File: src/rtl/serial_add.sv
// Bit-serial adder recovering A = C + B (mod 2^W), LSB first, start/busy/done handshake.
// Optional flag outputs (carry, overflow, zero) are built only when SERIAL_ADD_FLAGS_EN is defined.
module serial_add #(
  parameter int W = 8
) (
  input  logic         clk,
  input  logic         rst,
  input  logic         start,
  input  logic [W-1:0] C,
  input  logic [W-1:0] B,
  output logic [W-1:0] A,
  output logic         busy,
  output logic         done,
  output logic         carry,
  output logic         overflow,
  output logic         zero
);

  localparam int CW = (W > 2) ? $clog2(W) : 1;

  typedef enum logic [1:0] {IDLE, RUN, DONE} state_t;

  state_t        state_q;
  logic [W-1:0]  c_sh_q, b_sh_q, res_q, a_q;
  logic [CW-1:0] cnt_q;
  logic          cy_q, busy_q, done_q;

  logic          sum_bit_d, cy_d, last_bit_d;
  logic [W-1:0]  res_d;

`ifdef SERIAL_ADD_FLAGS_EN
  logic carry_q, overflow_q, zero_q;
`endif

  always_comb begin
    sum_bit_d  = c_sh_q[0] ^ b_sh_q[0] ^ cy_q;
    cy_d       = (c_sh_q[0] & b_sh_q[0]) | (c_sh_q[0] & cy_q) | (b_sh_q[0] & cy_q);
    res_d      = {sum_bit_d, res_q[W-1:1]};
    last_bit_d = (cnt_q == CW'(W - 1));
  end

  always_ff @(posedge clk or posedge rst) begin
    if (rst) begin
      state_q <= IDLE;
      c_sh_q  <= '0;
      b_sh_q  <= '0;
      res_q   <= '0;
      a_q     <= '0;
      cnt_q   <= '0;
      cy_q    <= 1'b0;
      busy_q  <= 1'b0;
      done_q  <= 1'b0;
`ifdef SERIAL_ADD_FLAGS_EN
      carry_q    <= 1'b0;
      overflow_q <= 1'b0;
      zero_q     <= 1'b0;
`endif
    end else begin
      case (state_q)
        // DONE accepts a new start exactly like IDLE, giving back-to-back operation
        IDLE, DONE: begin
          done_q <= 1'b0;
          if (start) begin
            c_sh_q  <= C;
            b_sh_q  <= B;
            res_q   <= '0;
            cy_q    <= 1'b0;
            cnt_q   <= '0;
            busy_q  <= 1'b1;
            state_q <= RUN;
          end else begin
            state_q <= IDLE;
          end
        end
        RUN: begin
          c_sh_q <= c_sh_q >> 1;
          b_sh_q <= b_sh_q >> 1;
          cy_q   <= cy_d;
          res_q  <= res_d;
          cnt_q  <= cnt_q + CW'(1);
          if (last_bit_d) begin
            a_q     <= res_d;
            busy_q  <= 1'b0;
            done_q  <= 1'b1;
            state_q <= DONE;
`ifdef SERIAL_ADD_FLAGS_EN
            // Operand bit 0 now holds the captured sign bits of C and B
            carry_q    <= cy_d;
            overflow_q <= (c_sh_q[0] == b_sh_q[0]) && (sum_bit_d != c_sh_q[0]);
            zero_q     <= (res_d == '0);
`endif
          end
        end
        default: begin
          busy_q  <= 1'b0;
          done_q  <= 1'b0;
          state_q <= IDLE;
        end
      endcase
    end
  end

  assign A    = a_q;
  assign busy = busy_q;
  assign done = done_q;

`ifdef SERIAL_ADD_FLAGS_EN
  assign carry    = carry_q;
  assign overflow = overflow_q;
  assign zero     = zero_q;
`else
  assign carry    = 1'b0;
  assign overflow = 1'b0;
  assign zero     = 1'b0;
`endif

endmodule
File: config.mk
export PLATFORM = sky130hd
export DESIGN_NAME = serial_add
export DESIGN_NICKNAME = d
export VERILOG_FILES = /design/src/rtl/serial_add.sv
export SDC_FILE = /design/constraint.sdc
export NUM_CORES = 1
export LEC_CHECK = 0
export CORE_ASPECT_RATIO = 0.75
export CORE_UTILIZATION = 35
export DETAILED_ROUTE_END_ITERATION = 8
export RECOVER_POWER = 25
export SLEW_MARGIN = 20
export SYNTH_ARGS = -nofsm -noshare
export SYNTH_HDL_FRONTEND = slang
export SYNTH_SLANG_ARGS = --single-unit
File: constraint.sdc
create_clock -name clk -period 1.7 [get_ports clk]
set_input_delay 0.34 -clock clk [delete_from_list [all_inputs] [get_ports clk]]
set_output_delay 0.34 -clock clk [all_outputs]
set_load 0.01 [all_outputs]
; ---- Yosys cells after proc, flatten, opt, wreduce, memory -nomap -nowiden
; Cells that the tools add are included.
[op_classes]
addsub = 1
eq_ne = 5
n_mux = 18
bitwise = 7
reduce_logical = 6
[op_table]
columns = op, count
row1 = $pmux 8 s2, 3
row2 = $mux 8, 3
row3 = $mux 1, 6
row4 = $pmux 3 s2, 1
row5 = $reduce_and 2->1, 3
row6 = $ne 2x2->1 const B, 2
row7 = $pmux 1 s2, 2
row8 = $pmux 2 s2, 1
row9 = $add 3x1->3 const B, 1
row10 = $and 1x1->1, 3
row11 = $eq 3x3->1 const B, 1
row12 = $mux 3, 1
row13 = $eq 2x1->1 const B, 1
row14 = $eq 2x2->1 const B, 1
row15 = $logic_not 2->1, 1
row16 = $mux 2, 1
row17 = $or 1x1->1, 2
row18 = $reduce_bool 2->1, 1
row19 = $reduce_or 2->1, 1
row20 = $xor 1x1->1, 2
[word_totals]
reg_bits = 40
inputBits = 19
output_inout_bits = 13
elab_cells = 46

; ---- Logic depth before layout (Yosys ltp)
; Gate-level depths: netlist of the first run.
[logic_depth]
word_depth = 4
ltp_mapped = 5
mapped_depth_nobuf = 5

; ---- Worst setup path before layout of the first run
; OpenSTA, ideal clock, no wires.
[synth_path]
path_type = reg-to-reg
startpoint = register cnt_q[0]
endpoint = register a_q[0], in the netlist A[0]
arrival_time_ns = 1.290
required_time_ns = 1.575
setup_slack_ns = 0.286
path_stages_with_launch = 5
n_path_buf = 0
period_less_slack_ns = 1.414
cell_sequence = dfrtp_1 > ha_1 > ha_1 > nand3b_2 > mux2_2
[synth_via]
elab_chain_len = 2
[synth_rtl]
columns = element, line_no
row1 = start: declaration, 25  ; logic [CW-1:0] cnt_q;
row2 = start signal: assignment, 80  ; cnt_q <= cnt_q + CW'(1);
row3 = $eq 3x3->1, 39  ; last_bit_d = (cnt_q == CW'(W - 1));
row4 = $reduce_and 2->1 (no line), -
row5 = end signal: assignment, 82  ; a_q <= res_d;
row6 = end: declaration, 24  ; logic [W-1:0] c_sh_q, b_sh_q, res_q, a_q;
; No other way between the ends.
; A chain may end at the register's enable or synchronous reset.

; ---- Final worst setup path of the first run
[layout_path]
startpoint = register done_q, in the netlist done
endpoint = output done
[layout_rtl]
columns = element, line_no
row1 = start: declaration, 26  ; logic cy_q, busy_q, done_q;
row2 = start signal: assignment, 52  ; done_q <= 1'b0;
row3 = start signal: assignment, 62  ; done_q <= 1'b0;
row4 = start signal: assignment, 84  ; done_q <= 1'b1;
row5 = end: declaration, 13  ; output logic done,
; No word-level cell between the ends.

==> flow_summary.yaml, run 1 <==
worst_setup_path:
  cp_num_buf_inv: 1
  crit_required_ns: 1.36
  r2r_slack_ns: 0.13
  crit_slowest_cell: "clkdlybuf4s50_1"
  crit_type: "register to primary output"
  end_kind: "primary output"
  crit_arrival_ns: 1.30
  path_max_fanout: 9
  cp_cell_sequence: "clkdlybuf4s50_1"
  cp_top_family: "buffers and inverters"
  cp-start-kind: "register"
  cpPeakStageDelay_ns: 0.56
job:
  maxCapViolations: 0
pwr:
  power_mw: 3.80
  ir_worst_vdd_mv: 0.968
  cellPowerDensity_mw_per_mm2: 1760
  p_leak_nw: 0.957
routing:
  post_drt_wl_per_cell_um: 13.0
  first_pass_iters: 6
  via_per_inst: 4.92
  route.detailed.drc: 0
  drt_first_iter_violations: 53
  wirelength_um: 3050
  vias: 1156
  drtAntennaViolNets: 0
layout:
  final_nets: 199
  seq_area_um2: 952
  areaGrowthSynthToFinish_pct: 25.3
  drive_above_1_share_pct: 21.3
  n_fill_cell: 427
  multiInputGateArea_um2: 652
  antenna_cells: 0
  final_cell_count_no_fill: 235
cts:
  htreeDepth: 2
  clock-root-buffer: "clkbuf_8"
  hold_buffers: 0
  clockBufferDepth: 2
  cts_sinks: 38
  clock_latency_ns: 0.28
  cts_tree: "built"
  clkTransAtPathRegs_ns: 0.07
  cts_buffers: 5
yosys:
  netlist.area_leader.share_pct: 55.2
  ys_types: 27
  synth_area_mm2: 0.00172
  netlist_instances: 142
  yosysSeqAreaShare_pct: 55.2
  ys_ff_latch: 38
  synth.area.top_cells: "dfrtp_1 55%, mux2_2 5.9%, a21oi_2 4.6%"
  synth.avg_cell_area_um2: 12.1
  yosysWarningCount: 0
  synth_area_leader_cell: "dfrtp_1"
floorplan:
  start_util_pct: 37.4
  pin_count: 32
  die_area_mm2: 0.00521
  dieWidth_um: 83.0
  chipHeight_um: 62.7
  fp-row-count: 21
  design.core.area_mm2: 0.00460
sta:
  max_freq_mhz: 608
  slew_headroom_pct: 38.2
  fin_crit_sh_pct: 96.7
  final.setup.tns_ns: 0
  tightest_slew_ns: 0.928
  rsz0062_at_grt: "no"
  slew_viol_final: 0
  finalHoldViolations: 0
  finalSetupViolCount: 0
  fin_crit_ns: 1.64
  skew_ns: 0.00569
grt:
  grt_max_degree: 39
  grt_use_total_pct: 12.6
  grt_pass1_vias: 1124
  grt_pass1_wl_um: 5270
  antenna_found_initial: 0
  globalRoute.totalOverflow: 0
run_status:
  status: "finished clean"
placed_design:
  portBuffers: 28
  placedCellCount: 227
  place.gp.congestion: 0.719
  dp_hpwl_um: 2160
worst_hold_path:
  hp-class: "register to register"
-- report_power, final --
group	switching [mW]	total, mW	internal, mW
registers	0.260	1.58	1.32
clock network	0.298	0.625	0.327
logic	0.734	1.59	0.858
total	1.29	3.80	2.51
-- layout make-up --
| class | instances | share of cell area [%] |
|---|---|---|
| Clock inverter | 1 | 0.232 |
| Tap cell | 57 | 3.31 |
| Clock buffer | 7 | 4.00 |
| Multi-Input combinational cell | 83 | 30.2 |
| Sequential cell | 38 | 44.1 |
| Inverter | 12 | 2.09 |
| Timing Repair Buffer | 37 | 16.0 |
-- what timing repair did --
| item | CTS | global route |
|---|---|---|
| endpoints found under the setup margin | 1 | 0 |
| buffers inserted | 0 | 0 |
| resized for setup | 1 | 0 |
-- cells in the final DEF, fill, tap and decap left out, drive strengths merged, types with 2 or more instances in the layout --
cell	count
dfrtp	38
o2bb2ai	2
a211oi	5
mux2	9
o22ai	9
a22o	8
clkbuf	8
nor2b	5
nand2	3
buf	8
mux2i	7
ha	2
nand3	3
conb	3
inv	12
nand2b	2
a21oi	14
clkdlybuf4s50	27
o21ai	6
-- worst paths after layout --
| kind | start | end | cells past startpoint |
|---|---|---|---|
| max | done | done | 1 |
| min | cy_q | cy_q | 1 |
| min reg2reg | cy_q | cy_q | 1 |
| max reg2reg | cnt_q[0] | A[5] | 4 |
| max in group asynchronous | rst | done | 3 |
| min in group asynchronous | rst | res_q[6] | 3 |
-- state kept, by name (all words and copies together) (netlist names) --
register  flops
c_sh_q        8
res_q         7
busy          1
state_q       1
cnt_q         3
done          1
b_sh_q        8
A             8
cy_q          1
-- cells in the mapped netlist --
cell type	n
ha_1	2
nand3b_2	1
nand2b_4	1
nor2_1	1
buf_2	5
buf_8	1
o21ai_0	6
o22ai_1	9
and2_1	1
inv_1	12
buf_4	4
buf_6	1
a21oi_2	9
nand2b_2	1
and2b_1	1
a211oi_1	5
nand3_1	3
a22o_1	8
mux2_2	9
mux2i_1	7
nor2b_1	5
nand2_1	3
dfrtp_1	38
conb_1	1
a21oi_1	5
o2bb2ai_1	2
fa_1	1
-- logic make-up after synthesis --
| family | after synthesis | share of synthesized area, % |
|---|---|---|
| AOI/OAI and AO/OA | 44 | 18.3 |
| DFF | 38 | 55.2 |
| buffers and inverters | 23 | 7.34 |
| and+or+nand+nor | 17 | 6.32 |
| muxes | 16 | 9.96 |
| adders and majority gates | 3 | 2.62 |
| other | 1 | 0.218 |
-- layer usage --
metal / share of wire [%] / track usage [%] / vias up
met3: 4.8 / 4.62 / 2
met4: 0.59 / 3.23 / 0
met2: 44 / 19.0 / 26
met1: 51 / 17.4 / 565
li1: - / - / 563
met5: 0 / 0 / -
-- stage by stage --
stage	hold slack, ns	util (%)	area, µm²	setup WS, ns
final	0.502	46.9	2160	0.0559
after global placement	0.470	45.2	2080	0.146
after detailed placement	0.492	45.2	2080	0.127
after CTS	0.436	47.2	2170	0.0447
after floorplan	0.456	-	1730	0.286
after global routing	0.521	46.9	2160	0.0150
Power figures use the tool's default switching activity.
==> inputs of run 2 (changes only) <==
--- a/config.mk
+++ b/config.mk
@@ -9,6 +9,7 @@
 export CORE_UTILIZATION = 35
 export DETAILED_ROUTE_END_ITERATION = 8
 export RECOVER_POWER = 25
+export SKIP_CTS_REPAIR_TIMING = 1
 export SLEW_MARGIN = 20
 export SYNTH_ARGS = -nofsm -noshare
 export SYNTH_HDL_FRONTEND = slang
==> results of run 2 <==
Final layout, timing and power as in run 1 (identical DEF).
